[config.mk]
export PLATFORM = sky130hd
export DESIGN_NAME = decoder_scan_n_to_2n
export DESIGN_NICKNAME = d
export VERILOG_FILES = /design/src/rtl/decoder_scan_n_to_2n.sv
export SDC_FILE = /design/constraint.sdc
export NUM_CORES = 1
export LEC_CHECK = 0
export CAP_MARGIN = 15
export CORE_MARGIN = 1.5
export CORE_UTILIZATION = 50
export DETAILED_ROUTE_END_ITERATION = 8
export PLACE_DENSITY = 0.79
export RECOVER_POWER = 25
export SYNTH_ARGS = -nofsm -noshare
export SYNTH_HDL_FRONTEND = slang
export SYNTH_SLANG_ARGS = --single-unit
[constraint.sdc]
create_clock -name clk_i -period 2.85 [get_ports clk_i]
set_input_delay 0.57 -clock clk_i [delete_from_list [all_inputs] [get_ports clk_i]]
set_output_delay 0.57 -clock clk_i [all_outputs]
set_load 0.01 [all_outputs]
[src/rtl/decoder_scan_n_to_2n.sv]
// -----------------------------------------------------------------------------
// decoder_scan_n_to_2n
//
// Registered N-to-2^N binary decoder with two operating modes:
//   direct : registered decode of a qualified address (a_i / a_valid_i).
//   scan   : self-timed walking one-hot, each index held for dwell_i+1 cycles,
//            indices 0..last_i visited before wrapping back to 0.
//
// Parameters
//   ADDR_W  : address width N; out_o is 2^ADDR_W bits wide.
//   DWELL_W : width of the dwell counter and of dwell_i.
//
// Ports
//   clk_i      in   1        system clock, all state on rising edge
//   rst_i      in   1        asynchronous, active-high reset
//   en_i       in   1        block enable; low forces outputs inactive
//   mode_i     in   1        0 = direct, 1 = scan
//   a_i        in   ADDR_W   direct-mode address
//   a_valid_i  in   1        qualifies a_i (direct mode only)
//   dwell_i    in   DWELL_W  scan: extra cycles each output is held
//   last_i     in   ADDR_W   scan: highest index visited before wrap
//   out_o      out  2^ADDR_W one-hot decoded output (registered)
//   idx_o      out  ADDR_W   index of the currently asserted bit (registered)
//   wrap_o     out  1        one-cycle pulse when scan returns to index 0
//
// Build option
//   DECODER_SCAN_ACTIVE_LOW_EN : when defined, out_o is the bitwise inverse of
//   the one-hot value (inactive/reset value all ones, active bit 0). idx_o,
//   wrap_o and all timing are unaffected.
// -----------------------------------------------------------------------------
module decoder_scan_n_to_2n #(
  parameter int ADDR_W  = 4,
  parameter int DWELL_W = 8
) (
  input  logic                     clk_i,
  input  logic                     rst_i,
  input  logic                     en_i,
  input  logic                     mode_i,
  input  logic [ADDR_W-1:0]        a_i,
  input  logic                     a_valid_i,
  input  logic [DWELL_W-1:0]       dwell_i,
  input  logic [ADDR_W-1:0]        last_i,
  output logic [(1<<ADDR_W)-1:0]   out_o,
  output logic [ADDR_W-1:0]        idx_o,
  output logic                     wrap_o
);

  localparam int OUT_W = 1 << ADDR_W;

  localparam logic [OUT_W-1:0]   OUT_ZERO   = {OUT_W{1'b0}};
  localparam logic [OUT_W-1:0]   OUT_ONE    = {{(OUT_W-1){1'b0}}, 1'b1};
  localparam logic [ADDR_W-1:0]  ADDR_ZERO  = {ADDR_W{1'b0}};
  localparam logic [ADDR_W-1:0]  ADDR_ONE   = {{(ADDR_W-1){1'b0}}, 1'b1};
  localparam logic [DWELL_W-1:0] DWELL_ZERO = {DWELL_W{1'b0}};
  localparam logic [DWELL_W-1:0] DWELL_ONE  = {{(DWELL_W-1){1'b0}}, 1'b1};

`ifdef DECODER_SCAN_ACTIVE_LOW_EN
  // XOR mask applied to every value written to out_q.
  localparam logic [OUT_W-1:0] OUT_POL = {OUT_W{1'b1}};
`else
  localparam logic [OUT_W-1:0] OUT_POL = {OUT_W{1'b0}};
`endif

  // Inactive level of out_o (all zeros active-high, all ones active-low).
  localparam logic [OUT_W-1:0] OUT_INACTIVE = OUT_ZERO ^ OUT_POL;

  typedef enum logic [1:0] {
    ST_IDLE   = 2'd0,
    ST_DIRECT = 2'd1,
    ST_SCAN   = 2'd2
  } state_e;

  // One-hot decode of an index, already converted to output polarity.
  function automatic logic [OUT_W-1:0] decode_out(input logic [ADDR_W-1:0] sel);
    decode_out = (OUT_ONE << sel) ^ OUT_POL;
  endfunction

  state_e             state_q, state_d;
  logic [OUT_W-1:0]   out_q, out_d;
  logic [ADDR_W-1:0]  idx_q, idx_d;
  logic               wrap_q, wrap_d;
  logic [DWELL_W-1:0] dwell_cnt_q, dwell_cnt_d;

  // Scan advance target: wrap to 0 once idx reaches or passes last. Using >=
  // means lowering last below the current index wraps on the next advance.
  logic [ADDR_W-1:0]  scan_next_idx_s;
  logic               scan_wraps_s;

  // Next scan index and whether that advance is a wrap.
  always_comb begin
    scan_wraps_s    = 1'b0;
    scan_next_idx_s = idx_q + ADDR_ONE;
    if (idx_q >= last_i) begin
      scan_wraps_s    = 1'b1;
      scan_next_idx_s = ADDR_ZERO;
    end else begin
      scan_wraps_s    = 1'b0;
      scan_next_idx_s = idx_q + ADDR_ONE;
    end
  end

  // Next-state and next-output logic; priority is en > mode > a_valid.
  always_comb begin
    state_d     = state_q;
    out_d       = out_q;
    idx_d       = idx_q;
    wrap_d      = 1'b0;
    dwell_cnt_d = dwell_cnt_q;

    if (!en_i) begin
      // Disabled: outputs inactive, idx keeps its last value.
      state_d     = ST_IDLE;
      out_d       = OUT_INACTIVE;
      dwell_cnt_d = DWELL_ZERO;
    end else if (mode_i) begin
      case (state_q)
        ST_SCAN: begin
          state_d = ST_SCAN;
          if (dwell_cnt_q == dwell_i) begin
            dwell_cnt_d = DWELL_ZERO;
            idx_d       = scan_next_idx_s;
            out_d       = decode_out(scan_next_idx_s);
            wrap_d      = scan_wraps_s;
          end else begin
            // A dwell lowered below the running count free-runs to rollover.
            dwell_cnt_d = dwell_cnt_q + DWELL_ONE;
          end
        end
        ST_IDLE, ST_DIRECT: begin
          // Scan entry always restarts at bit 0; a_valid is ignored here.
          state_d     = ST_SCAN;
          idx_d       = ADDR_ZERO;
          out_d       = decode_out(ADDR_ZERO);
          dwell_cnt_d = DWELL_ZERO;
        end
        default: begin
          state_d     = ST_IDLE;
          out_d       = OUT_INACTIVE;
          dwell_cnt_d = DWELL_ZERO;
        end
      endcase
    end else begin
      state_d     = ST_DIRECT;
      dwell_cnt_d = DWELL_ZERO;
      if (a_valid_i) begin
        idx_d = a_i;
        out_d = decode_out(a_i);
      end else if (state_q == ST_DIRECT) begin
        // Hold the last decoded address.
        out_d = out_q;
      end else begin
        // Coming from IDLE or SCAN without a valid address: nothing selected.
        out_d = OUT_INACTIVE;
      end
    end
  end

  // State and output registers with asynchronous active-high reset.
  always_ff @(posedge clk_i or posedge rst_i) begin
    if (rst_i) begin
      state_q     <= ST_IDLE;
      out_q       <= OUT_INACTIVE;
      idx_q       <= ADDR_ZERO;
      wrap_q      <= 1'b0;
      dwell_cnt_q <= DWELL_ZERO;
    end else begin
      state_q     <= state_d;
      out_q       <= out_d;
      idx_q       <= idx_d;
      wrap_q      <= wrap_d;
      dwell_cnt_q <= dwell_cnt_d;
    end
  end

  assign out_o  = out_q;
  assign idx_o  = idx_q;
  assign wrap_o = wrap_q;

endmodule

==> impl_metrics.tcl <==
set metrics [dict create \
    status "finished, violations left" \
    violations "max-capacitance violations, max-slew violations" \
    slew_headroom_pct -10.2 \
    via_per_inst 5.42 \
    postCtsHoldBufs 0 \
    antenna_cells 0 \
    ys_types 39 \
    first_pass_iters 4 \
    htreeDepth 2 \
    netlist_area_um2 1920 \
    fill_cells 313 \
    grt_max_degree 32 \
    ir_worst_vdd_mv 0.266 \
    wl_met1_mm 1.83 \
    synthCells 193 \
    cts.sinks 31 \
    highest_layer "met4" \
    worstHoldStart "out_o[9]" \
    cp.required_ns 3.07 \
    wl_met2_mm 2.09 \
    p_sw_share_pct 28.5 \
    hold_viol_final 0 \
    syn_avg_cell_area_um2 9.96 \
    yosysWarnings 0 \
    total_switching_power_mw 0.300 \
    die_h_um 65.0 \
    setup_tns_ns 0 \
    p_seq_share_pct 45.4 \
    tightestPinTransition_ns 1.65 \
    synth_edf_count 0 \
    placed_cells 284 \
    async_reset_ff_share_pct 100 \
    grtUsageTotal_pct 22.5 \
    arrival_ns 2.57 \
    synth_ff_type "dfrtp_1" \
    die_area_um2 4220 \
    post_drt_wl_per_cell_um 14.3 \
    cts_resized 0 \
    cts_tree "done" \
    port_buffers 41 \
    fin_crit_sh_pct 82.4 \
    dp.final_hpwl_mm 3.15 \
    globalplace.congestion 0.885 \
    max_freq_mhz 426 \
    grt-ovfl-total 0 \
    synthesis.nets 220 \
    crit_fanout 5 \
    clock_path_buffers 2 \
    postCtsSetupRepairBufs 0 \
    p_per_area_nw_per_um2 421 \
    cts-root-buf "clkbuf_8" \
    rows 22 \
    pre_cts_slack_ns 0.210 \
    fin_util_pct 67.8 \
    critPathLaunchType "primary input" \
    nets 270 \
    initial_core_util_pct 52.1 \
    ys_seq_area_share_pct 40.4 \
    maxCapViolCount 1 \
    place_area_um2 2420 \
    hold_path_class "flop to flop" \
    area_growth_pct 30.1 \
    setup_viol 0 \
    crit_path_end_kind "flop" \
    pwr-share-clk_pct 33.0 \
    r2r_start "idx_o[0]" \
    worstSetupPathType "primary input to flop" \
    ys_ff_latch 31 \
    die_x_um 65.0 \
    grt_pass1_vias 1552 \
    grt_antenna_before_repair 0 \
    clk_pin_slew_ns 0.06 \
    grt_pass1_wl_mm 7.18 \
    fin_cells 291 \
    vias 1578 \
    drive_gt1_share_pct 14.8 \
    period_minus_slack_ns 2.35 \
    drt-initial-drc-count 127 \
    post-route-drc-count 0 \
    cts_made_buffers 5 \
    setup_ws_ns 0.501 \
    io_pins 42 \
    crit_path_start "last_i[0]" \
    rsz0062_at_grt "false" \
    skew_ns 0.00601 \
    final_antenna_net_count 0 \
    finalWirelength_mm 4.16 \
    p_int_mw 0.754 \
    slew_viol_final 32 \
    clock_latency_ns 0.28 \
    p_leak_nw 1.15 \
    core_um2 3690 \
    wl_met3_um 214 \
    fin_area_um2 2500 \
    power_frac_comb_pct 21.6 \
]
worst paths after layout:
| path | to | slack (ns) | cells after the start |
|---|---|---|---|
| setup / recovery | out_o[12] | 0.50 | 8 |
| setup reg to reg | out_o[12] | 0.64 | 8 |
| hold / removal | out_o[9] | 0.51 | 1 |
| hold reg to reg | out_o[9] | 0.51 | 1 |
| min in group asynchronous | idx_o[0] | 1.17 | 3 |
| max in group asynchronous | dwell_cnt_q[7] | 0.72 | 3 |
cells by family (layout without fill, tap and decap cells):
family | count (synthesis) | after routing | share of synthesized area (%)
buf+inv | 15 | 65 | 3.84
fa+ha+maj | 6 | 6 | 3.91
flops | 31 | 31 | 40.4
xor+xnor | 19 | 19 | 8.66
mux | 18 | 18 | 12.5
simple gates | 71 | 71 | 19.2
compound gates | 33 | 33 | 11.5
cell type report:
class | count | area (µm²) | share of cell area, %
clock buffers | 6 | 82.6 | 3.30
flip-flops and latches | 31 | 776 | 31.0
inverters | 11 | 41.3 | 1.65
repair buffers | 47 | 464 | 18.6
well taps | 48 | 60.1 | 2.40
multi-input cells | 147 | 1070 | 42.9
clock inverters | 1 | 5.00 | 0.200
metal layers:
| layer | track usage, % | vias to the layer above |
|---|---|---|
| met4 | 9.31 | 0 |
| met2 | 37.5 | 50 |
| met5 | 0 | - |
| met3 | 5.03 | 2 |
| met1 | 28.0 | 755 |
| li1 | - | 771 |
layout by cell type (no fill, tap or decap), types with 3 or more instances in the layout:
cell / count
clkdlybuf4s50_1: 41
ha_1: 6
dfrtp_1: 31
o21ai_0: 16
inv_1: 11
a21oi_1: 3
and3_1: 5
mux2_2: 8
nand3_1: 14
nor2_1: 16
mux2_4: 10
xor2_1: 14
buf_4: 4
xnor2_1: 5
nand2_1: 23
clkbuf_8: 6
power groups by stage:
stage | clock, mW | sequential [mW] | combinational (mW)
after floorplan | 0 | 0.484 | 0.131
after global placement | 0 | 0.486 | 0.226
after detailed placement | 0 | 0.487 | 0.227
after CTS | 0.356 | 0.479 | 0.229
after global routing | 0.375 | 0.481 | 0.253
final | 0.347 | 0.479 | 0.228
sequential cells by signal, indices dropped and copies added, names as in the netlist:
signal,count
wrap_o,1
dwell_cnt_q,8
idx_o,4
out_o,16
state_q,2
critical path, stage by stage:
cell and delay, ns:
clkdlybuf4s50_1 0.41, ha_1 0.29, or3b_1 0.37, o2111ai_1 0.16
buf_4 0.20, nand2_1 0.07, o31ai_1 0.31, mux2_4 0.19
synthesized netlist by cell type, types with 3 or more instances:
library cell	number	area, µm²
dfrtp_1	31	776
nand2_1	23	86.3
nor2_1	16	60.1
o21ai_0	16	80.1
nand3_1	14	70.1
xor2_1	14	123
inv_1	11	41.3
mux2_4	10	150
mux2_2	8	90.1
ha_1	6	75.1
and3_1	5	31.3
xnor2_1	5	43.8
a21oi_1	3	15.0
through the flow:
| step | total power [mW] | hold slack (ns) |
|---|---|---|
| 2_1_floorplan | 0.615 | 0.480 |
| 5_1_grt | 1.11 | 0.519 |
| 4_1_cts | 1.06 | 0.514 |
| 6_report | 1.05 | 0.509 |
| 3_5_place_dp | 0.714 | 0.495 |
| 3_3_place_gp | 0.712 | 0.495 |
Note: power is estimated with default switching activity, not from simulation.
